[config.mk]
export PLATFORM = sky130hd
export DESIGN_NAME = focal_mean_sequencer_flat
export DESIGN_NICKNAME = d
export VERILOG_FILES = /design/src/rtl/focal_mean_sequencer_if.sv /design/src/rtl/focal_mean_sequencer.sv /design/src/flat_wrapper.sv
export SDC_FILE = /design/constraint.sdc
export NUM_CORES = 1
export LEC_CHECK = 0
export CAP_MARGIN = 0
export CELL_PAD_IN_SITES_DETAIL_PLACEMENT = 1
export CELL_PAD_IN_SITES_GLOBAL_PLACEMENT = 2
export CORE_MARGIN = 1.5
export CORE_UTILIZATION = 30
export CTS_CLUSTER_SIZE = 16
export DETAILED_ROUTE_END_ITERATION = 10
export GPL_ROUTABILITY_DRIVEN = 0
export PLACE_DENSITY = 0.72
export SLEW_MARGIN = 5
export SYNTH_ARGS = -nofsm -noshare
export SYNTH_HDL_FRONTEND = slang
export SYNTH_SLANG_ARGS = --single-unit
export TNS_END_PERCENT = 5
[constraint.sdc]
create_clock -name clk -period 3.6 [get_ports clk]
set_input_delay 0.54 -clock clk [delete_from_list [all_inputs] [get_ports clk]]
set_output_delay 0.54 -clock clk [all_outputs]
set_load 0.03 [all_outputs]
[src/rtl/focal_mean_sequencer_if.sv]
// focal_mean_sequencer_if
//   Groups the control, raster-input and result handshake signals of
//   focal_mean_sequencer.
//   master : the side that drives start/in_valid/in_pixel/out_ready
//            (the raster FIFO and result packer, or a bench).
//   slave  : the sequencer itself.
//   Signals:
//     start     - one-cycle frame request
//     in_valid  - in_pixel holds a cell
//     in_pixel  - 4-bit raster cell, row-major
//     in_ready  - sequencer accepts in_pixel this cycle
//     out_valid - out_mean holds a result
//     out_mean  - 2x2 window mean, zero-extended (max 11)
//     out_ready - downstream accepts out_mean
//     busy      - frame in progress
//     done      - pulse after the last mean of a frame is taken
interface focal_mean_sequencer_if;
    logic       start;
    logic       in_valid;
    logic [3:0] in_pixel;
    logic       in_ready;
    logic       out_valid;
    logic [7:0] out_mean;
    logic       out_ready;
    logic       busy;
    logic       done;

    modport master (
        output start, in_valid, in_pixel, out_ready,
        input  in_ready, out_valid, out_mean, busy, done
    );

    modport slave (
        input  start, in_valid, in_pixel, out_ready,
        output in_ready, out_valid, out_mean, busy, done
    );
endinterface

[src/rtl/focal_mean_sequencer.sv]
// focal_mean_sequencer
//   Walks a COLS x ROWS raster of 4-bit cells through a 2x2 focal mean.
//   A single line buffer supplies the cell above, and left/up-left
//   registers complete the window. Every accepted cell with row>=1 and
//   col>=1 yields one registered mean: (A + B + min(up,7) + min(upleft,7)) >> 2.
//   Ports:
//     clk   - system clock, rising edge
//     rst_n - asynchronous active-low reset
//     bus   - focal_mean_sequencer_if.slave (start, input and output
//             handshakes, busy, done)
module focal_mean_sequencer #(
    parameter int COLS = 8,
    parameter int ROWS = 8
) (
    input  logic                   clk,
    input  logic                   rst_n,
    focal_mean_sequencer_if.slave  bus
);

    localparam int CW = $clog2(COLS);
    localparam int RW = $clog2(ROWS);
    localparam logic [CW-1:0] COL_MAX = CW'(COLS - 1);
    localparam logic [RW-1:0] ROW_MAX = RW'(ROWS - 1);

    typedef enum logic [1:0] {IDLE, FILL, STREAM, FLUSH} state_t;

    state_t        state, state_nxt;
    logic [CW-1:0] col;
    logic [RW-1:0] row;
    logic [3:0]    line_buf [COLS];
    logic [3:0]    up, left, upleft;
    logic [2:0]    c_sat, d_sat;
    logic [7:0]    sum;
    logic          in_ready;
    logic          acc, emit, out_hs;
    logic          col_last, row_last;
    logic          out_valid_q, done_q;
    logic [7:0]    out_mean_q;

    assign up       = line_buf[col];
    assign col_last = (col == COL_MAX);
    assign row_last = (row == ROW_MAX);
    assign acc      = bus.in_valid && in_ready;
    assign out_hs   = out_valid_q && bus.out_ready;
    // Row 0 and column 0 only prime the window state.
    assign emit     = acc && (row != '0) && (col != '0);

    // The up and up-left operands are only 3 bits wide in the datapath.
    assign c_sat = up[3]     ? 3'd7 : up[2:0];
    assign d_sat = upleft[3] ? 3'd7 : upleft[2:0];
    assign sum   = 8'(bus.in_pixel) + 8'(left) + 8'(c_sat) + 8'(d_sat);

    always_ff @(posedge clk or negedge rst_n) begin
        if (!rst_n) state <= IDLE;
        else        state <= state_nxt;
    end

    always_comb begin
        state_nxt = state;
        in_ready  = 1'b0;
        case (state)
            IDLE: begin
                if (bus.start) state_nxt = FILL;
            end
            FILL: begin
                in_ready = 1'b1;
                if (acc && col_last) state_nxt = STREAM;
            end
            STREAM: begin
                // A held result blocks new cells so nothing is overwritten.
                in_ready = !out_valid_q || bus.out_ready;
                if (acc && col_last && row_last) state_nxt = FLUSH;
            end
            FLUSH: begin
                if (out_hs) state_nxt = IDLE;
            end
            default: state_nxt = IDLE;
        endcase
    end

    always_ff @(posedge clk or negedge rst_n) begin
        if (!rst_n) begin
            col         <= '0;
            row         <= '0;
            left        <= '0;
            upleft      <= '0;
            out_valid_q <= 1'b0;
            out_mean_q  <= '0;
            done_q      <= 1'b0;
        end else begin
            done_q <= (state == FLUSH) && out_hs;

            if (state == IDLE && bus.start) begin
                col    <= '0;
                row    <= '0;
                left   <= '0;
                upleft <= '0;
            end else if (acc) begin
                if (col_last) begin
                    col    <= '0;
                    row    <= row_last ? '0 : row + 1'b1;
                    left   <= '0;
                    upleft <= '0;
                end else begin
                    col    <= col + 1'b1;
                    left   <= bus.in_pixel;
                    upleft <= up;
                end
            end

            // A new result takes priority over clearing on a handshake.
            if (emit) begin
                out_valid_q <= 1'b1;
                out_mean_q  <= {2'b00, sum[7:2]};
            end else if (out_hs) begin
                out_valid_q <= 1'b0;
            end
        end
    end

    // Line buffer contents are don't-care after reset, so no reset here.
    always_ff @(posedge clk) begin
        if (acc) line_buf[col] <= bus.in_pixel;
    end

    assign bus.in_ready  = in_ready;
    assign bus.out_valid = out_valid_q;
    assign bus.out_mean  = out_mean_q;
    assign bus.busy      = (state != IDLE);
    assign bus.done      = done_q;

endmodule

[src/flat_wrapper.sv]
// flat-port wrapper written by rule: the top's interface ports become plain ports
module focal_mean_sequencer_flat 
#(
    parameter int COLS = 8,
    parameter int ROWS = 8
)
  (clk, rst_n, bus_start, bus_in_valid, bus_in_pixel, bus_out_ready, bus_in_ready, bus_out_valid, bus_out_mean, bus_busy, bus_done);
  focal_mean_sequencer_if bus_i ();
  input  logic clk;
  input  logic rst_n;
  input wire logic [$bits(bus_i.start)-1:0] bus_start;
  input wire logic [$bits(bus_i.in_valid)-1:0] bus_in_valid;
  input wire logic [$bits(bus_i.in_pixel)-1:0] bus_in_pixel;
  input wire logic [$bits(bus_i.out_ready)-1:0] bus_out_ready;
  output wire logic [$bits(bus_i.in_ready)-1:0] bus_in_ready;
  output wire logic [$bits(bus_i.out_valid)-1:0] bus_out_valid;
  output wire logic [$bits(bus_i.out_mean)-1:0] bus_out_mean;
  output wire logic [$bits(bus_i.busy)-1:0] bus_busy;
  output wire logic [$bits(bus_i.done)-1:0] bus_done;
  assign bus_i.start = bus_start;
  assign bus_i.in_valid = bus_in_valid;
  assign bus_i.in_pixel = bus_in_pixel;
  assign bus_i.out_ready = bus_out_ready;
  assign bus_in_ready = bus_i.in_ready;
  assign bus_out_valid = bus_i.out_valid;
  assign bus_out_mean = bus_i.out_mean;
  assign bus_busy = bus_i.busy;
  assign bus_done = bus_i.done;
  focal_mean_sequencer #(.COLS(COLS), .ROWS(ROWS)) u_core (.clk(clk), .rst_n(rst_n), .bus(bus_i));
endmodule
==> results of run 1 <==
path summary, 6_finish.rpt:
check	startpoint	to	slack [ps]	cells after the start
worst max-delay path	bus_in_pixel[0]	u_core.bus.out_mean[2]	150	12
worst min-delay path	u_core.upleft[0]	u_core.upleft[0]	490	2
worst max register to register	u_core.col[0]	u_core.bus.out_mean[2]	280	14
worst min register to register	u_core.upleft[0]	u_core.upleft[0]	490	2
max in group asynchronous	rst_n	u_core.col[2]	2140	1
min in group asynchronous	rst_n	u_core.bus.done	780	1
registers in the layout, indices dropped and copies added, names as in the netlist:
| register | flops |
|---|---|
| u_core.bus.done | 1 |
| u_core.bus.out_mean | 4 |
| u_core.bus.out_valid | 1 |
| u_core.col | 3 |
| u_core.left | 4 |
| u_core.line_buf | 32 |
| u_core.row | 3 |
| u_core.state | 2 |
| u_core.upleft | 4 |
through the flow:
stage / TNS, ps / util / area [um^2] / setup WS [ps]
6_report: 0 / 0.365 / 3180 / 154
5_1_grt: 0 / 0.365 / 3180 / 8.18
4_1_cts: 0 / 0.365 / 3180 / 150
3_5_place_dp: -189 / 0.351 / 3060 / -188
3_3_place_gp: -168 / 0.351 / 3060 / -168
2_1_floorplan: 0 / - / 2720 / 361
tightest hold or removal path, delay by kind of cell (launching register included):
family / cells / cell delay (ps)
flops: 1 / 350
compound gates: 1 / 60
simple gates: 1 / 50
power by group through the flow:
stage	clock network (mW)	logic (mW)	registers [mW]
6_report	0.427	1.38	0.836
4_1_cts	0.440	1.42	0.837
3_5_place_dp	0	1.42	0.850
3_3_place_gp	0	1.39	0.847
5_1_grt	0.449	1.58	0.854
2_1_floorplan	0	0.981	0.798
area by class of cell:
cell class	instances	area [um^2]	area share
Clock buffer	5	68.8	0.0216
Clock inverter	3	48.8	0.0153
Inverter	14	52.6	0.0165
Multi-Input combinational cell	139	1090	0.343
Sequential cell	54	1510	0.475
Tap cell	108	135	0.0425
Timing Repair Buffer	31	273	0.0857
per-layer routing:
metal	up-vias	part of all wire	routed length, um	GRT usage
met5	-	0	0	0
met4	0	0.013	75	0.0462
met3	5	0.019	107	0.0236
met2	12	0.49	2760	0.218
met1	836	0.48	2680	0.163
li1	828	-	-	-
cell usage after synthesis (all sizes together), types with 2 or more instances:
library cell,number,share of area
a21o,4,0.011
a21oi,13,0.024
a22o,6,0.019
a31oi,3,0.0092
and3,4,0.0092
buf,6,0.017
clkbuf,5,0.0069
dfrtp,22,0.20
edfxtp,32,0.35
fa,4,0.030
ha,17,0.078
inv,14,0.019
mux2,5,0.021
mux2i,4,0.019
mux4,4,0.033
nand2,22,0.031
nand2b,2,0.0046
nand3,6,0.011
nor2,8,0.011
nor2b,3,0.0069
nor3,5,0.0092
o21ai,6,0.011
or2,2,0.0046
or3,2,0.0046
xnor2,2,0.0065
xor2,2,0.0065
repair_timing:
item	4_1_cts	5_1_grt
endpoints found under the setup margin	0	1
resized for setup	0	1
hold buffers	0	0
endpoints found under the hold margin	0	0
logic make-up after synthesis:
kind of cell	synth area share
flops	0.558
compound gates	0.0993
simple gates	0.104
xor+xnor	0.0129
mux	0.0734
other cells	0.00138
buf+inv	0.0434
fa+ha+maj	0.108
==> flow_summary.ini, run 1 <==
[outcome]
status = completed

[run]
maxCapViolations = 0

[drt]
drt_iter0_drc = 41
wire_per_inst_um = 15.9
finalWirelength_um = 5620
via_count = 1681
via_per_inst = 4.75
postRouteAntennaNets = 0
firstDrtPassIters = 4
route.detailed.drc = 0

[yosys]
synth-warning-count = 0
syn_inst = 215
syn_avg_cell_area_um2 = 12.6
synth_edf_count = 32
ys.flop_type = edfxtp_1
synth_cell_types = 46
yosys_register_bits = 54
synthesis.area_um2 = 2710
ys_seq_area_frac = 0.558
synth-async-reset-ratio = 0.407

[global_routing]
grt_pass1_vias = 1850
grt_max_degree = 23
grt_pass1_wl_um = 9520
antenna_found_initial = 0
globalRouteTotalUtil = 0.128
overflow = 0

[clock_network]
cts_tree = yes
clk_pin_slew_ps = 100
clock_latency_ps = 310
cts_sinks = 54
post_cts_buffers = 0
cts_made_buffers = 5
clock_tree.root_cell = clkbuf_8
htreeDepth = 2
cts_buffer_depth = 2

[cells_and_area]
insertedDiodeCount = 0
areaGrowthSynthToFinish_pct = 17.5
layout_common_cells = edfxtp_1 (32), nand2_1 (21), dfrtp_1 (21)
drive_gt1_frac = 0.150
num-fill-cells = 912
nets = 275
fin_cells = 354
layout_commonest_cell = edfxtp_1

[pwr]
cellPowerDensity_nw_per_um2 = 830
ir_drop_mv = 0.337
power_leakage_nw = 1.29
p_int_mw = 1.63
power.share.clock = 0.162
power_mw = 2.64
seq_power_share = 0.316
swShare = 0.381
pwr-share-comb = 0.522
p_switching_mw = 1.01

[setup_path]
critPathMaxStageDelay_ps = 530
critPathTopFamily = adder cells
required_ps = 3810
critPathBufInv = 2
critPathCaptureType = flop
cp-start-kind = primary input
criticalPathCategory = in2reg
cp_slowest_cell = fa_1
critical_path_arrival_ps = 3650
cp_cell_sequence = clkdlybuf4s50_1 > ha_1 > fa_1 > xnor2_1 > fa_1 > inv_1 > ha_1 > and3_1 > a221o_1 > a31oi_2 > xor2_1 > mux2_2
path_max_fanout = 2

[placed_design]
io_buffers = 16
dp_hpwl_um = 4410
dp.cells = 346

[floorplan]
initial_core_util = 0.311
boundaryPins = 21
die_y_um = 98.0
dieArea_um2 = 9610
fp.dieW_um = 98.0
core-area_um2 = 8720
placementRows = 34

[sta]
tightest_slew_ps = 1020
skew_ps = 8.83
fin_crit_sh = 0.957
clock.fmax_mhz = 290
finalSetupViolCount = 0
slew_violations = 0
hold_viol = 0
timing.slew.headroom = 0.316
hold_slack_ps = 489
period_needed_ps = 3450
grt_setup_unrepaired = false

[hold_path]
min_path_type = reg2reg
(Power assumes the default switching activity.)
==> inputs of run 2 (changes only) <==
--- a/config.mk
+++ b/config.mk
@@ -10,11 +10,12 @@
 export CELL_PAD_IN_SITES_GLOBAL_PLACEMENT = 2
 export CORE_MARGIN = 1.5
 export CORE_UTILIZATION = 30
+export CTS_BUF_LIST = sky130_fd_sc_hd__clkbuf_8
 export CTS_CLUSTER_SIZE = 16
 export DETAILED_ROUTE_END_ITERATION = 10
 export GPL_ROUTABILITY_DRIVEN = 0
+export GPL_TIMING_DRIVEN = 0
 export PLACE_DENSITY = 0.72
-export SLEW_MARGIN = 5
 export SYNTH_ARGS = -nofsm -noshare
 export SYNTH_HDL_FRONTEND = slang
 export SYNTH_SLANG_ARGS = --single-unit
==> run 2 against run 1 <==
Net effect: sequential power down 3.9%; cell count down 1.1%; non-clock buffer count down 4; fmax up 1.2%; critical path depth unchanged; largest power group unchanged; power down 7.6%; sequential share of layout area up 0.82 points; final area down 1.8%; clock power down 22%; critical path type is now reg2reg.
==> flow_summary.ini, run 2 (synthesis results as in run 1) <==
[cells_and_area]
layout_commonest_cell = edfxtp_1
stdcell_area_um2 = 3130
largest_register = u_core.line_buf
drive_gt1_frac = 0.128
largest_reg_flops = 32
nets = 271
areaGrowthSynthToFinish_pct = 15.4
layout_common_cells = edfxtp_1 (32), dfrtp_1 (22), nand2_1 (21)
insertedDiodeCount = 0

[sta]
hold_slack_ps = 486
finalSetupViolCount = 0
tightest_slew_ps = 1020
fin_tns_setup_ps = 0
grt_setup_unrepaired = false
fin_crit_sh = 0.946
period_needed_ps = 3410
slew_violations = 0
hold_viol = 0
timing.slew.headroom = 0.318
clock.fmax_mhz = 294
skew_ps = 9.87

[clock_network]
cts_hold_buf = 0
htreeDepth = 2
clock_tree.root_cell = clkbuf_8
cts_buffer_depth = 2
cts_tree = yes
clk_pin_slew_ps = 100
clock_latency_ps = 310
cts_sinks = 54
cts_made_buffers = 5

[floorplan]
initial_core_util = 0.311
boundaryPins = 21
placementRows = 34
core-area_um2 = 8720
die_y_um = 98.0
dieArea_um2 = 9610
fp.dieW_um = 98.0

[pwr]
pwr-share-comb = 0.534
cellPowerDensity_nw_per_um2 = 780
power.share.clock = 0.137
ir_drop_mv = 0.311
p_int_mw = 1.46
p_switching_uw = 977
seq_power_share = 0.329
swShare = 0.401
power_leakage_nw = 1.28

[setup_path]
reg2reg_depth = 12
critical_path_arrival_ps = 3610
path_max_fanout = 18
criticalPathCategory = reg2reg
cp-start-kind = flop
critPathCaptureType = flop
required_ps = 3800

[global_routing]
antenna_found_initial = 0
grt_max_degree = 23
grtUsageMet3 = 0.0222
grt_pass1_vias = 1830
grt_pass1_wl_um = 9450
grt_busiest_layer = met2
grtUsageMet2 = 0.209
overflow = 0
globalRouteTotalUtil = 0.126
grt.met1_usage = 0.171

[placed_design]
dp_hpwl_um = 4290
io_buffers = 16
dpl_cell_area_um2 = 3020

[drt]
via_per_inst = 4.83
via_count = 1689
postRouteAntennaNets = 0
firstDrtPassIters = 4
drt_iter0_drc = 63
wire_per_inst_um = 15.9
finalWirelength_um = 5550
route.detailed.drc = 0

[hold_path]
min_path_cells = 2
min_path_type = reg2reg

[outcome]
status = completed

[run]
maxCapViolations = 0
==> run 2: changes by cell type in the layout (fill, tap and decap cells not counted), moves of 2 or more <==
| cell | change |
|---|---|
| buf_4 | -9 |
| clkbuf_1 | +2 |
| clkbuf_2 | +2 |
| clkdlybuf4s50_1 | -3 |
==> run 2: final timing paths <==
path | from | to | slack (ps)
worst min register to register | u_core.upleft[0] | u_core.upleft[0] | 490
max in group asynchronous | rst_n | u_core.col[2] | 2190
min in group asynchronous | rst_n | u_core.bus.done | 780
worst max register to register | u_core.col[0] | u_core.bus.out_mean[2] | 190
worst min-delay path | u_core.upleft[0] | u_core.upleft[0] | 490
worst max-delay path | u_core.col[0] | u_core.bus.out_mean[2] | 190
==> run 2: final cells by class <==
| cell class | instances | area, um^2 |
|---|---|---|
| Multi-Input combinational cell | 139 | 1100 |
| Tap cell | 108 | 135 |
| Sequential cell | 54 | 1510 |
| Buffer | 10 | 77.6 |
| Clock inverter | 3 | 17.5 |
| Inverter | 14 | 52.6 |
| Fill cell | 942 | 5590 |
| Timing Repair Buffer | 17 | 164 |
| Clock buffer | 5 | 68.8 |
==> run 2: metal layers <==
metal	wire length, um	part of all wire
met5	0	0
met4	66	0.012
met3	127	0.023
met2	2700	0.49
met1	2660	0.48
==> run 2: repair_timing <==
action                     CTS  global route
setup endpoints to repair    1             1
buffers inserted             0             1
gates resized for setup      3            13
cloned                       0             0
pin swaps                    0             0
==> run 2: critical path, stage by stage, from the launching register on <==
cell and delay (ps):
dfrtp_1 420, buf_12 170, mux4_2 550, mux2i_4 190
nor2b_4 180, fa_1 410, inv_1 110, ha_1 230
and3_1 210, a221o_1 320, a31oi_2 160, xor2_1 80
mux2_2 270
==> run 2: power by group through the flow <==
stage / Clock (mW) / Combinational, mW / Sequential, mW
floorplan: 0 / 0.981 / 0.798
global placement: 0 / 1.28 / 0.812
detailed placement: 0 / 1.30 / 0.815
CTS: 0.351 / 1.30 / 0.802
global route: 0.372 / 1.49 / 0.815
finish: 0.334 / 1.30 / 0.803
==> run 2: per-stage QoR <==
stage                util  total power, mW  setup WS, ps  std cells
finish              0.359             2.44           195        350
global route        0.359             2.67          15.0        350
CTS                 0.355             2.46          57.8        349
detailed placement  0.346             2.12          -549        342
global placement    0.346             2.10          -496        342
floorplan               -             1.78           361        218
